### config.mk
export PLATFORM = sky130hd
export DESIGN_NAME = ram_pass_controller
export DESIGN_NICKNAME = d
export VERILOG_FILES = /design/src/rtl/ram_ctrl_pkg.sv /design/src/rtl/addr_delay_line.sv /design/src/rtl/ram_pass_controller.sv
export SDC_FILE = /design/constraint.sdc
export NUM_CORES = 1
export LEC_CHECK = 0
export ABC_AREA = 1
export CELL_PAD_IN_SITES_DETAIL_PLACEMENT = 2
export CELL_PAD_IN_SITES_GLOBAL_PLACEMENT = 2
export CORE_ASPECT_RATIO = 0.9
export CORE_UTILIZATION = 30
export DETAILED_ROUTE_END_ITERATION = 12
export PLACE_DENSITY_LB_ADDON = 0.1
export SYNTH_ARGS = -nofsm -noshare
export SYNTH_HDL_FRONTEND = slang
export SYNTH_SLANG_ARGS = --single-unit
export TNS_END_PERCENT = 30
### constraint.sdc
create_clock -name CLOCK_50_I -period 1.7 [get_ports CLOCK_50_I]
set_input_delay 0.34 -clock CLOCK_50_I [delete_from_list [all_inputs] [get_ports CLOCK_50_I]]
set_output_delay 0.34 -clock CLOCK_50_I [all_outputs]
set_load 0.05 [all_outputs]
### src/rtl/ram_ctrl_pkg.sv
// Shared types and constants for the two-RAM pass sequencer.
package ram_ctrl_pkg;

    localparam int ADDR_W  = 9;
    localparam int LEN_W   = 10;
    localparam int MAX_LEN = 512;

    typedef enum logic [1:0] {
        S_IDLE,
        S_READ,
        S_DRAIN,
        S_DONE
    } state_t;

    // Clamp a requested pass length to the size of the RAM.
    function automatic logic [LEN_W-1:0] sat_len(input logic [LEN_W-1:0] len);
        return (len > LEN_W'(MAX_LEN)) ? LEN_W'(MAX_LEN) : len;
    endfunction

endpackage

### src/rtl/addr_delay_line.sv
// Shift register of {valid, addr} that delays each read address until its
// write data is ready. 'pending' reports valid entries that have not yet
// reached the output stage, i.e. writes still to come after this cycle.
module addr_delay_line
    import ram_ctrl_pkg::*;
#(
    parameter int DEPTH = 2
) (
    input  logic              clk,
    input  logic              rst,
    input  logic              in_valid,
    input  logic [ADDR_W-1:0] in_addr,
    output logic              out_valid,
    output logic [ADDR_W-1:0] out_addr,
    output logic              pending
);

    logic [DEPTH-1:0]  valid_sr;
    logic [ADDR_W-1:0] addr_sr [DEPTH];

    // Advance the line by one stage per clock.
    always_ff @(posedge clk or posedge rst) begin
        if (rst) begin
            valid_sr <= '0;
            // NOTE: the address stages are reset too, not just the valid bits,
            // because the write address must read 0 straight out of reset.
            for (int i = 0; i < DEPTH; i++) begin
                addr_sr[i] <= '0;
            end
        end else begin
            // NOTE: non-blocking assignments let every stage sample its
            // neighbour's old value, so loop order does not matter.
            valid_sr[0] <= in_valid;
            addr_sr[0]  <= in_addr;
            for (int i = 1; i < DEPTH; i++) begin
                valid_sr[i] <= valid_sr[i-1];
                addr_sr[i]  <= addr_sr[i-1];
            end
        end
    end

    // Any valid entry behind the output stage means the line is not drained.
    always_comb begin
        // NOTE: default first so the loop never leaves 'pending' unassigned
        // (which would infer a latch).
        pending = 1'b0;
        for (int i = 0; i < DEPTH - 1; i++) begin
            pending = pending | valid_sr[i];
        end
    end

    assign out_valid = valid_sr[DEPTH-1];
    assign out_addr  = addr_sr[DEPTH-1];

endmodule

### src/rtl/ram_pass_controller.sv
// Sequencer for the two-RAM read/modify/write datapath: streams an address
// window through the read ports and replays it, RD_LAT + PIPE_LAT cycles
// later, on the write ports. Supports abort, wrap-around and a done pulse.
module ram_pass_controller
    import ram_ctrl_pkg::*;
#(
    parameter int RD_LAT   = 1,
    parameter int PIPE_LAT = 1
) (
    input  logic       CLOCK_50_I,
    input  logic       RESET_I,
    input  logic       START_I,
    input  logic [8:0] START_ADDR_I,
    input  logic [9:0] LENGTH_I,
    input  logic [8:0] SPLIT_ADDR_I,
    input  logic       ABORT_I,
    output logic [8:0] RD_ADDR_O,
    output logic       RD_EN_O,
    output logic [8:0] WR_ADDR_O,
    output logic       WR_EN_O,
    output logic       WR_PHASE_O,
    output logic       BUSY_O,
    output logic       DONE_O,
    output logic       ABORTED_O
);

    // Read-to-write lag; must be at least 1 for the delay line to exist.
    localparam int LAG = RD_LAT + PIPE_LAT;

    state_t            state;
    state_t            next_state;
    logic [LEN_W-1:0]  start_len;
    logic [LEN_W-1:0]  remaining;
    logic [ADDR_W-1:0] rd_addr;
    logic              rd_en;
    logic [ADDR_W-1:0] split_q;
    logic              aborted;
    logic              last_read;
    logic              line_pending;
    logic              wr_valid;
    logic [ADDR_W-1:0] wr_addr;

    assign start_len = sat_len(LENGTH_I);

    // The read presented this cycle is the final one: count exhausted or abort.
    assign last_read = (state == S_READ) && (ABORT_I || (remaining == LEN_W'(1)));

    // State register.
    always_ff @(posedge CLOCK_50_I or posedge RESET_I) begin
        if (RESET_I) begin
            state <= S_IDLE;
        end else begin
            state <= next_state;
        end
    end

    // Next-state decode.
    always_comb begin
        next_state = state;
        unique case (state)
            S_IDLE: begin
                if (START_I) begin
                    next_state = (start_len == '0) ? S_DONE : S_READ;
                end
            end
            S_READ: begin
                if (last_read) begin
                    next_state = S_DRAIN;
                end
            end
            S_DRAIN: begin
                if (!line_pending) begin
                    next_state = S_DONE;
                end
            end
            S_DONE: begin
                next_state = S_IDLE;
            end
            default: begin
                next_state = S_IDLE;
            end
        endcase
    end

    // Read issue: capture the window at start, then step one address per cycle.
    always_ff @(posedge CLOCK_50_I or posedge RESET_I) begin
        if (RESET_I) begin
            rd_addr   <= '0;
            rd_en     <= 1'b0;
            remaining <= '0;
            split_q   <= '0;
            aborted   <= 1'b0;
        end else begin
            case (state)
                S_IDLE: begin
                    if (START_I) begin
                        rd_addr   <= START_ADDR_I;
                        rd_en     <= (start_len != '0);
                        remaining <= start_len;
                        split_q   <= SPLIT_ADDR_I;
                        aborted   <= 1'b0;
                    end
                end
                S_READ: begin
                    if (last_read) begin
                        rd_en   <= 1'b0;
                        aborted <= ABORT_I;
                    end else begin
                        // 9-bit arithmetic wraps 511 back to 0.
                        rd_addr   <= rd_addr + ADDR_W'(1);
                        remaining <= remaining - LEN_W'(1);
                    end
                end
                default: begin
                    rd_en <= 1'b0;
                end
            endcase
        end
    end

    addr_delay_line #(
        .DEPTH (LAG)
    ) u_delay (
        .clk       (CLOCK_50_I),
        .rst       (RESET_I),
        .in_valid  (rd_en),
        .in_addr   (rd_addr),
        .out_valid (wr_valid),
        .out_addr  (wr_addr),
        .pending   (line_pending)
    );

    assign RD_ADDR_O  = rd_addr;
    assign RD_EN_O    = rd_en;
    assign WR_ADDR_O  = wr_addr;
    assign WR_EN_O    = wr_valid;
    assign WR_PHASE_O = wr_valid && (wr_addr >= split_q);
    assign BUSY_O     = (state != S_IDLE);
    assign DONE_O     = (state == S_DONE);
    assign ABORTED_O  = aborted;

endmodule

Word level (Yosys, flattened, before mapping)
Index checks and enable logic that the tools add are counted.
{"block": "classes", "addsub": 2, "magnitude_cmp": 2, "eq_ne": 8, "n_mux": 18, "reduce_logical": 13}
{"operator": "two-way mux 10 bit", "count": 3}
{"operator": "one-hot mux 10 bit (2 select lines)", "count": 1}
{"operator": "two-way mux 9 bit", "count": 2}
{"operator": "one-hot mux 9 bit (2 select lines)", "count": 1}
{"operator": "== test 10 x 1 -> 1 bit, second input constant", "count": 1}
{"operator": "greater-than comparator 10 bit, second input constant", "count": 1}
{"operator": "logical NOT 10 bit", "count": 1}
{"operator": "nonzero test 10 bit", "count": 1}
{"operator": "subtractor 10 x 1 -> 10 bit, second input constant", "count": 1}
{"operator": "adder 9 x 1 -> 9 bit, second input constant", "count": 1}
{"operator": "greater-or-equal comparator 9 bit", "count": 1}
{"operator": "AND reduction 3 bit", "count": 3}
{"operator": "two-way mux 2 bit", "count": 4}
{"operator": "!= test 2 bit, second input constant", "count": 4}
{"operator": "one-hot mux 2 bit (4 select lines)", "count": 1}
{"operator": "== test 2 bit, second input constant", "count": 2}
{"operator": "two-way mux 1 bit", "count": 4}
{"operator": "one-hot mux 1 bit (2 select lines)", "count": 2}
{"operator": "AND reduction 2 bit", "count": 2}
{"operator": "nonzero test 2 bit", "count": 2}
{"operator": "== test 2 x 1 -> 1 bit, second input constant", "count": 1}
{"operator": "logical AND 1 bit", "count": 2}
{"operator": "logical NOT 2 bit", "count": 1}
{"operator": "logical OR 1 bit", "count": 1}
{"block": "totals", "regBits": 52, "in_bits": 32, "wordCells": 52}

Longest topological paths before layout
{"block": "depth", "word_depth": 6, "mapped_depth": 11}

Cells and area by module
Synthesis repeated with hierarchy kept, for this count alone.
{"block": "unflattened", "hier_cells": 378, "hier_area_um2": 2891.5}
{"mod": "ram_pass_controller", "instances": 1, "cells_per_inst": 348, "area_each_um2": 2319.7}
{"mod": "addr_delay_line", "instances": 1, "cells_per_inst": 30, "area_each_um2": 571.8}

Worst setup path before layout
Ideal clock, no wire load.
{"block": "synth_timing", "kind": "register to output", "from": "reg u_delay.addr_sr (netlist bit u_delay.out_addr[7])", "to": "out WR_PHASE_O", "arrival_time_ns": 1.489, "required_time_ns": 1.360, "setup_slack_ns": -0.129, "path_stages_with_launch": 8, "path_cell_list": "dfrtp_1 ha_1 inv_1 nor3_1 nand3b_1 nand4_1 o21ai_0 inv_1"}
{"block": "synth_via", "elab_chain_len": 2}
{"item": "start, declared", "line": "addr_delay_line.sv:19", "text": "logic [ADDR_W-1:0] addr_sr [DEPTH];"}
{"item": "start signal, assigned by index", "line": "addr_delay_line.sv:37", "text": "addr_sr[i] <= addr_sr[i-1];"}
{"item": "greater-or-equal comparator 9 bit", "line": "ram_pass_controller.sv:137", "text": "assign WR_PHASE_O = wr_valid && (wr_addr >= split_q);"}
{"item": "logical AND 1 bit", "line": "ram_pass_controller.sv:137"}
{"item": "end, declared", "line": "ram_pass_controller.sv:21", "text": "output logic WR_PHASE_O,"}
Every way passes these cells.

Worst setup path in the final report
Ends and elaborated chain as after synthesis.

==> results.sh <==
export IMPL_max_freq_mhz=462
export IMPL_synth_area_um2=2820
export IMPL_required_ns=1.36
export IMPL_clockPowerShare_pct=7.7
export IMPL_tightest_slew_ns=0.388
export IMPL_combPwrFrac_pct=67.4
export IMPL_vias_per_cell=4.79
export IMPL_p_leak_nw=1.97
export IMPL_cts_tree="yes"
export IMPL_internal_power_mw=4.90
export IMPL_hold_buffers=0
export IMPL_synth_cell_types=34
export IMPL_max_slew_margin_rel_pct=74.1
export IMPL_drive_gt1_share_pct=32.7
export IMPL_yosys_warnings=0
export IMPL_drt_pass1_iter_count=8
export IMPL_synthDominantCellAreaShare_pct=46.1
export IMPL_vdd_drop_max_uv=800
export IMPL_htreeDepth=2
export IMPL_worstPathMaxFanout=3
export IMPL_initial_core_util_pct=30.9
export IMPL_fin_nets=482
export IMPL_violations="design-rule violations, negative setup slack"
export IMPL_mostFrequentLayoutCell="nand2_1"
export IMPL_routed_via_count=2665
export IMPL_clock_path_buffers=2
export IMPL_io_buffers=55
export IMPL_fin_crit_ns=2.17
export IMPL_cp_slowest_cell="dfrtp_1"
export IMPL_clk_insertion_delay_late_ns=0.30
export IMPL_synth_area_per_cell_um2=8.39
export IMPL_setup_viol=6
export IMPL_final_util_pct=47.0
export IMPL_drtIter0Drc=50
export IMPL_pwr_density_cell_nw_per_um2=2210
export IMPL_place_congestion=0.736
export IMPL_grt_max_degree=26
export IMPL_grt_pass1_wl_mm=15.8
export IMPL_clk_pin_slew_ns=0.10
export IMPL_cp_cell_sequence="ha_4, inv_1, nor3_4, nand3b_1, nand4_1, o21ai_2, inv_2, buf_12"
export IMPL_grt_overflow=0
export IMPL_ys_seq_elements=52
export IMPL_wl_per_cell_um=18.0
export IMPL_core_um2=9130
export IMPL_first_global_vias=2969
export IMPL_synth_seq_area_share_pct=46.1
export IMPL_crit_arrival_ns=1.83
export IMPL_cts_sinks=52
export IMPL_slew_viol_final=0
export IMPL_fin_worst_skew_ns=0.00690
export IMPL_drc=2
export IMPL_syn_inst=336
export IMPL_maxCapViolCount=0
export IMPL_dieWidth_um=104
export IMPL_hold_viol=0
export IMPL_syn_nets=385
export IMPL_synth_top_cell_by_area="dfrtp_1"
export IMPL_rows=33
export IMPL_yosys_top_cells_area="dfrtp_1 (46%), nand2_1 (9.3%), ha_1 (7.5%), inv_1 (5.2%), o21ai_0 (5.1%)"
export IMPL_status="finished with violations"
export IMPL_antenna_found_initial=0
export IMPL_start_kind="register"
export IMPL_total_power_mw=9.48
export IMPL_hp_class="in -> async"
export IMPL_num_io_pins=56
export IMPL_p_switching_mw=4.58
export IMPL_layout_common_cells="nand2_1 (67), buf_4 (55), dfrtp_1 (51), clkdlybuf4s50_1 (31), inv_1 (28)"
export IMPL_cp_end_kind="output port"
export IMPL_fin_crit_sh_pct=127
export IMPL_grt_usage_pct=20.9
export IMPL_wl_mm=9.99
export IMPL_dieHeight_um=94.0
export IMPL_diodes=0
export IMPL_hpwl_mm=6.86
export IMPL_seq_power_share_pct=24.9
export IMPL_cts_root_buffer="clkbuf_8"
export IMPL_slowest_delay_ns=0.44
export IMPL_rsz0062_at_grt="yes"
export IMPL_p_sw_share_pct=48.3
export IMPL_die_area_um2=9790
export IMPL_fillCellCount=973
export IMPL_finalWorstSetupSlack_ns=-0.466
export IMPL_path_class="reg -> out"
export IMPL_area_delta_synth_final_pct=52.0
export IMPL_cts_buffers=5
export IMPL_path_buf_inv=3
export IMPL_critPathTopFamily="flip-flops"
export IMPL_ant_nets=0
## layout make-up
type,instances,area (um^2),area share [%]
Multi-Input combinational cell,227,1480,34.5
Sequential cell,52,1300,30.4
Timing Repair Buffer,106,1100,25.7
Inverter,41,161,3.77
Tap cell,122,153,3.56
Clock buffer,6,82.6,1.93
Clock inverter,2,10.0,0.234
## layer usage
| metal | vias to the layer above | track usage (%) | part of all wire [%] |
|---|---|---|---|
| li1 | 1271 | - | - |
| met5 | - | 0 | 0 |
| met4 | 0 | 3.93 | 0.75 |
| met3 | 6 | 2.57 | 1.9 |
| met2 | 35 | 38.6 | 52 |
| met1 | 1353 | 26.5 | 45 |
## through the flow
step	setup TNS [ns]	hold WS, ns	area [um^2]	setup slack, ns	cells
after floorplan	0	0.331	2850	0.00246	336
after global placement	-0.318	0.333	3800	-0.0815	532
after detailed placement	-1.54	0.341	3800	-0.202	532
after CTS	-1.41	0.350	4110	-0.424	548
after global routing	-2.18	0.348	4290	-0.531	556
final	-0.543	0.333	4290	-0.466	556
## path summary, 6_finish.rpt
path / start / to / slack (ns) / cells after the start
worst min-delay path: RESET_I / u_delay.out_addr[8] / 0.33 / 2
worst max-delay path: u_delay.out_addr[7] / WR_PHASE_O / -0.47 / 8
worst min register to register: u_delay.addr_sr[17] / u_delay.out_addr[8] / 0.35 / 0
max in group asynchronous: RESET_I / state[0] / 0.92 / 3
min in group CLOCK_50_I: u_delay.addr_sr[17] / u_delay.out_addr[8] / 0.35 / 0
worst max register to register: state[0] / remaining[3] / -0.02 / 8
## logic make-up after synthesis
group / after synthesis / synth area share [%]
buffers and inverters: 58 / 9.72
adder cells (fa/ha/maj): 17 / 7.54
flip-flops: 52 / 46.1
AO/OA/AOI/OAI: 64 / 13.7
AND/OR/NAND/NOR: 144 / 22.6
XOR/XNOR: 1 / 0.311
## synthesized netlist by cell type
cell type,instances
nand3_2,1
nor2_2,3
o21ai_2,7
o31ai_1,3
inv_2,1
o21a_1,1
clkinv_1,1
inv_1,39
ha_1,17
o21ai_1,3
nor3_1,6
o21ai_0,29
buf_1,2
nand2_1,70
clkbuf_1,3
a21oi_2,1
a21oi_1,17
nor2_4,1
xnor2_1,1
nor4_1,1
a21oi_4,1
dfrtp_1,52
buf_4,10
nand4_1,6
a21o_1,1
nand2_2,1
buf_6,1
nand3_1,19
nor2_1,31
and2_0,1
nand3b_1,2
o21ai_4,1
nand2_4,2
buf_8,1
## state kept, by name (all words and copies together) (netlist names)
| signal | cells |
|---|---|
| remaining | 10 |
| RD_ADDR_O | 9 |
| split_q | 9 |
| u_delay.addr_sr | 9 |
| u_delay.out_addr | 9 |
| state | 2 |
| u_delay.valid_sr | 2 |
| ABORTED_O | 1 |
| RD_EN_O | 1 |
## repair_timing
| action | CTS | global route |
|---|---|---|
| setup endpoints to repair | 15 | 25 |
| buffers inserted | 6 | 7 |
| resized for setup | 18 | 33 |
| gates cloned | 2 | 1 |
| pin swaps | 10 | 12 |
## power by group through the flow
stage          Clock [mW]  Sequential (mW)  Combinational [mW]
3_3_place_gp            0             2.27                5.02
6_report            0.733             2.36                6.39
4_1_cts             0.767             2.33                5.85
2_1_floorplan           0             2.61                2.92
5_1_grt             0.814             2.44                6.91
3_5_place_dp            0             2.31                5.22
(Power assumes the default switching activity.)
